--- config.mk ---
export PLATFORM = sky130hd
export DESIGN_NAME = key_expansion_flat
export DESIGN_NICKNAME = d
export VERILOG_FILES = /design/src/rtl/aes_pkg.sv /design/src/rtl/key_expansion_if.sv /design/src/rtl/aes_sbox.sv /design/src/rtl/key_expansion.sv /design/src/flat_wrapper.sv
export SDC_FILE = /design/constraint.sdc
export NUM_CORES = 2
export LEC_CHECK = 0
export CAP_MARGIN = 20
export CORE_MARGIN = 3
export CORE_UTILIZATION = 35
export CTS_CLUSTER_SIZE = 24
export DETAILED_ROUTE_END_ITERATION = 12
export SETUP_SLACK_MARGIN = 0.05
export SLEW_MARGIN = 20
export SYNTH_ARGS = -nofsm -noshare
export SYNTH_HDL_FRONTEND = slang
export SYNTH_SLANG_ARGS = --single-unit
--- constraint.sdc ---
create_clock -name clk -period 18.1 [get_ports clk]
set_input_delay 1.81 -clock clk [delete_from_list [all_inputs] [get_ports clk]]
set_output_delay 1.81 -clock clk [all_outputs]
set_load 0.02 [all_outputs]
--- src/rtl/aes_pkg.sv ---
// Shared AES-128 definitions: FSM states, round count, Rcon table and the block type.
package aes_pkg;

    typedef enum logic {
        IDLE = 1'b0,
        RUN  = 1'b1
    } state_t;

    typedef logic [0:127] block_t;

    localparam int NK = 4;
    localparam int NR = 10;

    localparam logic [7:0] RCON [1:NR] = '{
        8'h01, 8'h02, 8'h04, 8'h08, 8'h10,
        8'h20, 8'h40, 8'h80, 8'h1b, 8'h36
    };

    // Indices outside 1..NR contribute nothing to the key word.
    function automatic logic [7:0] rcon_of(input logic [3:0] r);
        logic [7:0] v;
        v = 8'h00;
        if (r >= 4'd1 && r <= 4'(NR)) begin
            v = RCON[r];
        end
        return v;
    endfunction

endpackage

--- src/rtl/key_expansion_if.sv ---
// Request/round-key stream between the key schedule and its consumer.
interface key_expansion_if;
    import aes_pkg::*;

    logic       start;
    block_t     key_in;
    logic       key_ready;
    block_t     round_key;
    logic [3:0] round_idx;
    logic       key_valid;
    logic       busy;
    logic       done;

    modport slave (
        input  start, key_in, key_ready,
        output round_key, round_idx, key_valid, busy, done
    );

    modport master (
        output start, key_in, key_ready,
        input  round_key, round_idx, key_valid, busy, done
    );

endinterface

--- src/rtl/aes_sbox.sv ---
// Combinational AES S-box: multiplicative inverse in GF(2^8) followed by the affine map.
module aes_sbox (
    input  logic [7:0] a_i,
    output logic [7:0] s_o
);

    function automatic logic [7:0] gf_mul(input logic [7:0] a, input logic [7:0] b);
        logic [7:0] p;
        logic [7:0] x;
        p = 8'h00;
        x = a;
        for (int i = 0; i < 8; i++) begin
            if (b[i]) begin
                p = p ^ x;
            end
            x = {x[6:0], 1'b0} ^ (x[7] ? 8'h1b : 8'h00);
        end
        return p;
    endfunction

    // a^254 is the inverse for a != 0 and yields 0 for a == 0, as the S-box requires.
    function automatic logic [7:0] gf_inv(input logic [7:0] a);
        logic [7:0] p;
        logic [7:0] r;
        p = a;
        r = 8'h01;
        for (int k = 1; k < 8; k++) begin
            p = gf_mul(p, p);
            r = gf_mul(r, p);
        end
        return r;
    endfunction

    function automatic logic [7:0] affine(input logic [7:0] b);
        return b ^ {b[6:0], b[7]} ^ {b[5:0], b[7:6]} ^ {b[4:0], b[7:5]} ^ {b[3:0], b[7:4]} ^ 8'h63;
    endfunction

    assign s_o = affine(gf_inv(a_i));

endmodule

--- src/rtl/key_expansion.sv ---
// AES-128 key schedule: streams round keys 0..10 one per accepted transfer.
module key_expansion
    import aes_pkg::*;
(
    input  logic            clk,
    input  logic            rst_n,
    key_expansion_if.slave  bus
);

    state_t     state_q, state_d;
    block_t     rk_q, rk_d;
    logic [3:0] idx_q, idx_d;
    logic       vld_q, vld_d;
    logic       done_q, done_d;

    logic [0:31] w0, w1, w2, w3;
    logic [0:31] rot_w, sub_w, temp_w;
    logic [0:31] nw0, nw1, nw2, nw3;

    assign w0 = rk_q[0:31];
    assign w1 = rk_q[32:63];
    assign w2 = rk_q[64:95];
    assign w3 = rk_q[96:127];

    assign rot_w = {w3[8:31], w3[0:7]};

    for (genvar g = 0; g < NK; g++) begin : g_subword
        aes_sbox u_sbox (
            .a_i (rot_w[8*g +: 8]),
            .s_o (sub_w[8*g +: 8])
        );
    end

    assign temp_w = sub_w ^ {rcon_of(idx_q + 4'd1), 24'h000000};
    assign nw0    = w0 ^ temp_w;
    assign nw1    = w1 ^ nw0;
    assign nw2    = w2 ^ nw1;
    assign nw3    = w3 ^ nw2;

    always_ff @(posedge clk or negedge rst_n) begin
        if (!rst_n) begin
            state_q <= IDLE;
            rk_q    <= '0;
            idx_q   <= '0;
            vld_q   <= 1'b0;
            done_q  <= 1'b0;
        end else begin
            state_q <= state_d;
            rk_q    <= rk_d;
            idx_q   <= idx_d;
            vld_q   <= vld_d;
            done_q  <= done_d;
        end
    end

    always_comb begin
        state_d = state_q;
        rk_d    = rk_q;
        idx_d   = idx_q;
        vld_d   = vld_q;
        done_d  = 1'b0;
        unique case (state_q)
            IDLE: begin
                if (bus.start) begin
                    rk_d    = bus.key_in;
                    idx_d   = 4'd0;
                    vld_d   = 1'b1;
                    state_d = RUN;
                end
            end
            RUN: begin
                // Everything holds while the consumer stalls.
                if (vld_q && bus.key_ready) begin
                    if (idx_q == 4'(NR)) begin
                        vld_d   = 1'b0;
                        done_d  = 1'b1;
                        state_d = IDLE;
                    end else begin
                        rk_d  = {nw0, nw1, nw2, nw3};
                        idx_d = idx_q + 4'd1;
                    end
                end
            end
            default: state_d = IDLE;
        endcase
    end

    assign bus.round_key = rk_q;
    assign bus.round_idx = idx_q;
    assign bus.key_valid = vld_q;
    assign bus.busy      = (state_q != IDLE);
    assign bus.done      = done_q;

endmodule

--- src/flat_wrapper.sv ---
// flat-port wrapper written by rule: the top's interface ports become plain ports
module key_expansion_flat import aes_pkg::*;
  (clk, rst_n, bus_start, bus_key_in, bus_key_ready, bus_round_key, bus_round_idx, bus_key_valid, bus_busy, bus_done);
  key_expansion_if bus_i ();
  input  logic clk;
  input  logic rst_n;
  input wire logic [$bits(bus_i.start)-1:0] bus_start;
  input wire logic [$bits(bus_i.key_in)-1:0] bus_key_in;
  input wire logic [$bits(bus_i.key_ready)-1:0] bus_key_ready;
  output wire logic [$bits(bus_i.round_key)-1:0] bus_round_key;
  output wire logic [$bits(bus_i.round_idx)-1:0] bus_round_idx;
  output wire logic [$bits(bus_i.key_valid)-1:0] bus_key_valid;
  output wire logic [$bits(bus_i.busy)-1:0] bus_busy;
  output wire logic [$bits(bus_i.done)-1:0] bus_done;
  assign bus_i.start = bus_start;
  assign bus_i.key_in = bus_key_in;
  assign bus_i.key_ready = bus_key_ready;
  assign bus_round_key = bus_i.round_key;
  assign bus_round_idx = bus_i.round_idx;
  assign bus_key_valid = bus_i.key_valid;
  assign bus_busy = bus_i.busy;
  assign bus_done = bus_i.done;
  key_expansion u_core (.clk(clk), .rst_n(rst_n), .bus(bus_i));
endmodule
**Yosys cells after proc, flatten, opt, wreduce, memory -nomap -nowiden**

Memory sizes are Yosys's and may differ from the RTL's.
Cells that the tools add are included.
Widths: inputs -> output; s select.

- Input bits: 132
- Bits in latches: 0
- Word-level logic and storage cells: 1636
- Output and inout port bits: 135
- Memories kept: 1
- Memory bits (read-only): 128
- Register bits after elaboration: 135
- RAM bits: 0

- $lt $le $gt $ge: 3
- Multiplexer cells: 834
- Divide/modulo/power cells: 0
- Shift-type cells: 0
- Reduce and logical (&&, ||, !) cells: 4
- Eq/ne operators: 5
- Bitwise operators: 783
- Multiply operators: 0
- Add/subtract/negate cells: 1

Memories:

| name | words | width | read ports | clocked after Yosys merged registers in | write ports | RTL line | source |
|---|---|---|---|---|---|---|---|
| (name not given) | 16 | 8 | 1 | 0 | 0 | aes_pkg.sv:24 | `v = RCON[r];` |

Operators with widths:

| cell | number |
|---|---|
| $mux 8 | 423 |
| $xor 8x8->8 | 380 |
| $xor 8x5->8 | 364 |
| $mux 5 | 368 |
| $mux 128 | 3 |
| $pmux 128 s2 | 1 |
| $xor 32x32->32 | 5 |
| $mux 4 | 7 |
| $mux 7 | 4 |
| $not 1->1 const A | 28 |
| $mux 6 | 4 |
| $not 4->4 | 4 |
| $mux 1 | 13 |
| $mux 3 | 4 |
| $mux 2 | 4 |
| $ne 2x2->1 const B | 4 |
| $pmux 4 s2 | 1 |
| $reduce_and 3->1 | 2 |
| $ge 5x5->1 const B | 1 |
| $not 4->5 | 1 |
| $add 4x1->4 const B | 1 |
| $eq 4x4->1 const B | 1 |
| $ge 4x1->1 const B | 1 |
| $le 4x4->1 const B | 1 |
| other kinds (3) | 5 |

**Logic depth before layout (Yosys ltp)**

- Depth after elaboration: 140
- Gate-level depth with buffers: 64
- Mapped depth without buffers: 56

**Cells and area by module**

Synthesis repeated with hierarchy kept, for this count alone.

- Cell total of the unflattened synthesis: 8780
- Area total of the unflattened synthesis: 69975.9 µm²

By module, submodules not included:

| module | cells each | area each (µm²) | instances |
|---|---|---|---|
| aes_sbox | 1942 | 15220.8 | 4 |
| key_expansion | 1012 | 9092.5 | 1 |

**Worst setup path before layout**

OpenSTA, ideal clock, no wires.

- Path type: flip-flop to flip-flop
- From: register u_core.rk_q[23] (netlist: u_core.bus.round_key[23])
- To: register u_core.rk_q[29] (netlist: u_core.bus.round_key[29])
- Path slack: 2762 ps
- Stages on the path, launching flop included: 58
- Required time: 17974 ps
- Data arrival time: 15212 ps
- Cell sequence: dfrtp_1 ha_1 buf_2 mux2i_1 xnor3_1 xnor2_2 xnor2_2 inv_2 ha_1 nand2_1 xor2_1 xnor2_2 clkinv_1 buf_2 ha_1 xnor3_1 a21oi_1 xnor2_1 (+22 left out) or4_1 a32o_1 or4_1 buf_2 a21oi_1 xnor3_1 xor2_2 xnor2_1 nor3b_1 a21oi_1 o22ai_1 xor2_1 xnor3_1 xnor2_2 xnor3_1 xor2_2 xnor3_1 o311a_1

- Word-level cells in the longest chain between the ends: 137
- Elaborated cells between the ends (all ways): 394
- Those cells by class: 202 x mux; 192 x bitwise

Ends and longest elaborated chain:

| what | RTL line | source |
|---|---|---|
| start: declaration | key_expansion.sv:11 | `block_t rk_q, rk_d;` |
| start signal: assignment | key_expansion.sv:49 | `rk_q <= rk_d;` |
| $mux 5 or $mux 8 (tied branches) | aes_sbox.sv:16, aes_sbox.sv:13 |  |
| $xor 8x5->8 or $xor 8x8->8 (tied branches) | aes_sbox.sv:16, aes_sbox.sv:14 |  |
| $xor 8x8->8 or $mux 8 (tied branches) | aes_sbox.sv:14, aes_sbox.sv:13 |  |
| $mux 8 or $xor 8x8->8 (tied branches) | aes_sbox.sv:13, aes_sbox.sv:14 |  |
| $xor 8x8->8 or $mux 8 (tied branches) | aes_sbox.sv:14, aes_sbox.sv:13 |  |
| $mux 8 or $xor 8x8->8 (tied branches) | aes_sbox.sv:13, aes_sbox.sv:14 |  |
| $xor 8x8->8 or $mux 8 (tied branches) | aes_sbox.sv:14, aes_sbox.sv:13 |  |
| $mux 8 or $xor 8x8->8 (tied branches) | aes_sbox.sv:13, aes_sbox.sv:14 |  |
| (+121 left out) | - |  |
| $xor 32x32->32 (*) | key_expansion.sv:34 | `assign temp_w = sub_w ^ {rcon_of(idx_q + 4'd1), 24'h000000};` |
| $xor 32x32->32 (*) | key_expansion.sv:35 | `assign nw0 = w0 ^ temp_w;` |
| $xor 32x32->32 (*) | key_expansion.sv:36 | `assign nw1 = w1 ^ nw0;` |
| $xor 32x32->32 (*) | key_expansion.sv:37 | `assign nw2 = w2 ^ nw1;` |
| $xor 32x32->32 (*) | key_expansion.sv:38 | `assign nw3 = w3 ^ nw2;` |
| $mux 128 (*) | key_expansion.sv:74 | `if (idx_q == 4'(NR)) begin` |
| $mux 128 (*) | key_expansion.sv:73 | `if (vld_q && bus.key_ready) begin` |
| $pmux 128 s2 (*) | key_expansion.sv:62 | `unique case (state_q)` |

Mark *: on every way between the ends. The rest lies on a longest branch, timed or not. The select of a mux whose other input is x is not followed.
A chain may end at the register's enable or synchronous reset.

**Worst setup path in the final report**

- From: register u_core.rk_q[16] (netlist: u_core.bus.round_key[16])
- To: register u_core.rk_q[62] (netlist: u_core.bus.round_key[62])

- Word-level cells in the longest chain between the ends: 135
- Elaborated cells between the ends (all ways): 390
- Those cells by class: 199 x mux; 191 x bitwise

Ends and longest elaborated chain:

| what | RTL line | source |
|---|---|---|
| $mux 8 | aes_sbox.sv:13 | `if (b[i]) begin` |
| $xor 8x8->8 | aes_sbox.sv:14 | `p = p ^ x;` |
| $mux 8 | aes_sbox.sv:13 |  |
| $xor 8x8->8 | aes_sbox.sv:14 |  |
| $mux 8 | aes_sbox.sv:13 |  |
| $xor 8x8->8 | aes_sbox.sv:14 |  |
| $mux 8 | aes_sbox.sv:13 |  |
| $xor 8x8->8 | aes_sbox.sv:14 |  |
| (+119 left out) | - |  |
| $not 4->4 (no line) (*) | - |  |
| $xor 32x32->32 (*) | key_expansion.sv:34 |  |
| $xor 32x32->32 (*) | key_expansion.sv:35 |  |
| $xor 32x32->32 (*) | key_expansion.sv:36 |  |
| $xor 32x32->32 (*) | key_expansion.sv:37 |  |
| $mux 128 (*) | key_expansion.sv:74 |  |
| $mux 128 (*) | key_expansion.sv:73 |  |
| $pmux 128 s2 (*) | key_expansion.sv:62 |  |

Marked as above.

==> results.cfg <==
[global_route]
grt_use_total = 0.230
grt_pass1_wl_um = 341000
grt.overflow.total = 0
grt_max_degree = 73
grt_pass1_vias = 56200
antenna_found_initial = 21

[synthesis]
synth-edff-count = 0
synthArstFlopShare = 1.00
ys_ff_latch = 135
avgSynthCellArea_sq_um = 7.66
synth_top_area_cell = xnor2_1
synth-seq-area-share = 0.0540
syn_area_sq_um = 62600
yosysTopAreaCellShare = 0.223
synth_area_leaders = xnor2_1 (22%), xnor3_1 (14%), xor2_1 (6.7%)
ys.warnings.count = 0
syn_inst = 8172
ys.flop_type = dfrtp_1
syn-num-nets = 8329
synth.distinct_cells = 115

[place]
dp_cells = 10600
gp_congestion = 0.967
io_buffer_count = 266
dp_hpwl_um = 168000
pre_cts_slack_ns = 0.00748

[timing]
skew_ns = 0.0286
whs_ns = 0.533
period_needed_ns = 17.21
finalWorstSetupSlack_ns = 0.895
fmax_mhz = 58.1
hold_violations = 0
tightest_slew_ns = 1.17
slew_violations = 0
relSlewSlack = 0.216
rsz0062_at_grt = true
finalSetupViolCount = 0
setup-tns-final_ns = 0
fin_crit_sh = 0.951

[critical_path]
cpMaxStageDelayCell = or4_1
r2r_setup_slack_ns = 0.89
critPathCaptureType = register
worstPathRequired_ns = 18.42
slowest_delay_ns = 0.73
timing.rr.end = u_core.bus.round_key[62]
criticalPathCategory = reg2reg
r2r_start = u_core.bus.round_key[16]
critical_path.top_delay_family = XOR/XNOR gates
cp-start-kind = register
reg2reg_depth = 53
worstPathArrival_ns = 17.52
crit_path_frequent_cell = xnor2_1
cp_num_buf_inv = 3
cp_max_fo = 10

[floorplanning]
core_area_sq_um = 177000
fp.dieH_um = 429
die_x_um = 429
die_area_sq_um = 184000
io_pins = 267
initial_core_util = 0.354
rows = 154

[cts]
path_clk_slew_ns = 0.08
cts_tree = yes
cts.sinks = 135
postCtsHoldBufs = 0
htree_levels = 4
cts.path.max_buffers = 2
cts-root-buf = clkbuf_16
insertion_delay_ns = 0.49
cts_made_buffers = 17

[routing]
finalWirelength_um = 221000
ant_nets = 0
vias_per_cell = 5.58
routedWlPerCell_um = 20.8
wl_met2_um = 106000
remaining_drc_errors = 0
m1WireLength_um = 91300
met3_wirelength_um = 11400
vias = 59200
drt_iter0_drc = 5092
dr.pass1.iters = 6
top_layer = met5

[hold_path]
hold_path_depth = 2
whs_endpoint = u_core.bus.round_key[105]
min_from = u_core.bus.round_key[105]
hp-class = reg2reg

[final_layout]
nNetsFinal = 8405
area_delta_synth_final_pct = 11.5
drive_above_1_share = 0.0879
layoutNonFillerInstCount = 10600
fill_cells = 18100

[flow_run]
drv_cap = 0

[status]
outcome = finished, final reports clean
[how the worst max path moves through the flow]
stage	depth (start not counted)	slack, ns	start	to
CTS	49	0.09	u_core.bus.round_key[13]	u_core.bus.round_key[21]
finish	53	0.89	u_core.bus.round_key[16]	u_core.bus.round_key[62]
global route	50	0.02	u_core.bus.round_key[10]	u_core.bus.round_key[21]
floorplan	57	2.76	u_core.bus.round_key[23]	u_core.bus.round_key[29]
detailed placement	50	0.007	u_core.bus.round_key[24]	u_core.bus.round_key[4]
global placement	49	0.22	u_core.bus.round_key[13]	u_core.bus.round_key[21]
[stage by stage]
step / instance area, sq um / util
3_5_place_dp: 68700 / 0.388
3_3_place_gp: 68700 / 0.388
4_1_cts: 69300 / 0.392
2_1_floorplan: 62600 / -
5_1_grt: 69800 / 0.394
6_report: 69800 / 0.394
[cell type report]
cell class | instances | area (sq um) | share of cell area
diodes | 17 | 42.5 | 0.000610
flip-flops and latches | 135 | 3390 | 0.0485
multi-input cells | 7388 | 57200 | 0.820
well taps | 2340 | 2930 | 0.0420
repair buffers | 599 | 5170 | 0.0742
clock inverters | 14 | 211 | 0.00303
inverters | 107 | 402 | 0.00576
clock buffers | 18 | 429 | 0.00615
[cells in the mapped netlist, types with 25 or more instances]
library cell / instances
nand2b_1: 58
xnor2_1: 1595
dfrtp_1: 135
and3_1: 39
a21oi_1: 479
nor2b_1: 64
nor3_1: 171
or2_2: 26
a22oi_1: 64
o22ai_1: 148
o21ai_1: 28
xor3_1: 58
nand2_1: 888
nand3_1: 217
xnor2_2: 77
buf_2: 106
o21a_1: 29
a31oi_1: 73
clkbuf_1: 370
and2_1: 40
buf_1: 43
inv_1: 86
nor2_1: 1080
o21ai_0: 396
or3_1: 38
mux2_2: 62
xnor3_1: 380
xor2_1: 476
o31ai_1: 26
a211oi_1: 55
ha_1: 25
mux2i_1: 281
o211ai_1: 41
o221ai_1: 33
[worst reg2reg max path: cells and delay by family, from the launching register on]
family	cells	cell delay (ns)
AOI/OAI and AO/OA	15	3.72
muxes	5	1.69
xor gates and xnor gates	19	7.19
adders and majority gates	3	1.13
and+or+nand+nor	8	2.39
DFF	1	0.51
buffers and inverters	3	0.44
[flip-flops by register name, summed over array words and instances (netlist names)]
signal,cells
u_core.bus.done,1
u_core.bus.busy,1
u_core.bus.round_key,128
u_core.bus.round_idx,4
u_core.bus.key_valid,1
[per-layer routing]
metal,up-vias,global-route usage
li1,28200,-
met1,28500,0.291
met4,2,0.130
met3,387,0.0195
met2,2105,0.385
met5,-,0
[repair_timing]
item                       in CTS  in global routing
gates resized for setup         2                 49
gates cloned                    0                  1
setup endpoints to repair       2                 88
hold endpoints to repair        0                  0
buffers inserted                0                  5
pin swaps                       0                  2
[cell usage in the layout (no fill, tap or decap), types with 264 or more instances in the layout]
cell type        synthesis  routed
mux2i_1                281     279
o21ai_0                396     396
xnor2_1               1595    1547
xnor3_1                380     370
xor2_1                 476     461
nand2_1                888     885
clkdlybuf4s50_1          0     264
nor2_1                1080    1076
buf_4                   23     331
a21oi_1                479     478
[cells by family after synthesis]
logic type                 Yosys count  synth area share
DFF                                135            0.0540
xor gates and xnor gates          2641             0.488
buffers and inverters              650            0.0426
muxes                              349            0.0575
and+or+nand+nor                   2726             0.188
AOI/OAI and AO/OA                 1646             0.165
adders and majority gates           25           0.00500
Power is not shown: default switching activity piles up to over one toggle a cycle in this logic, so the estimate is an artifact.
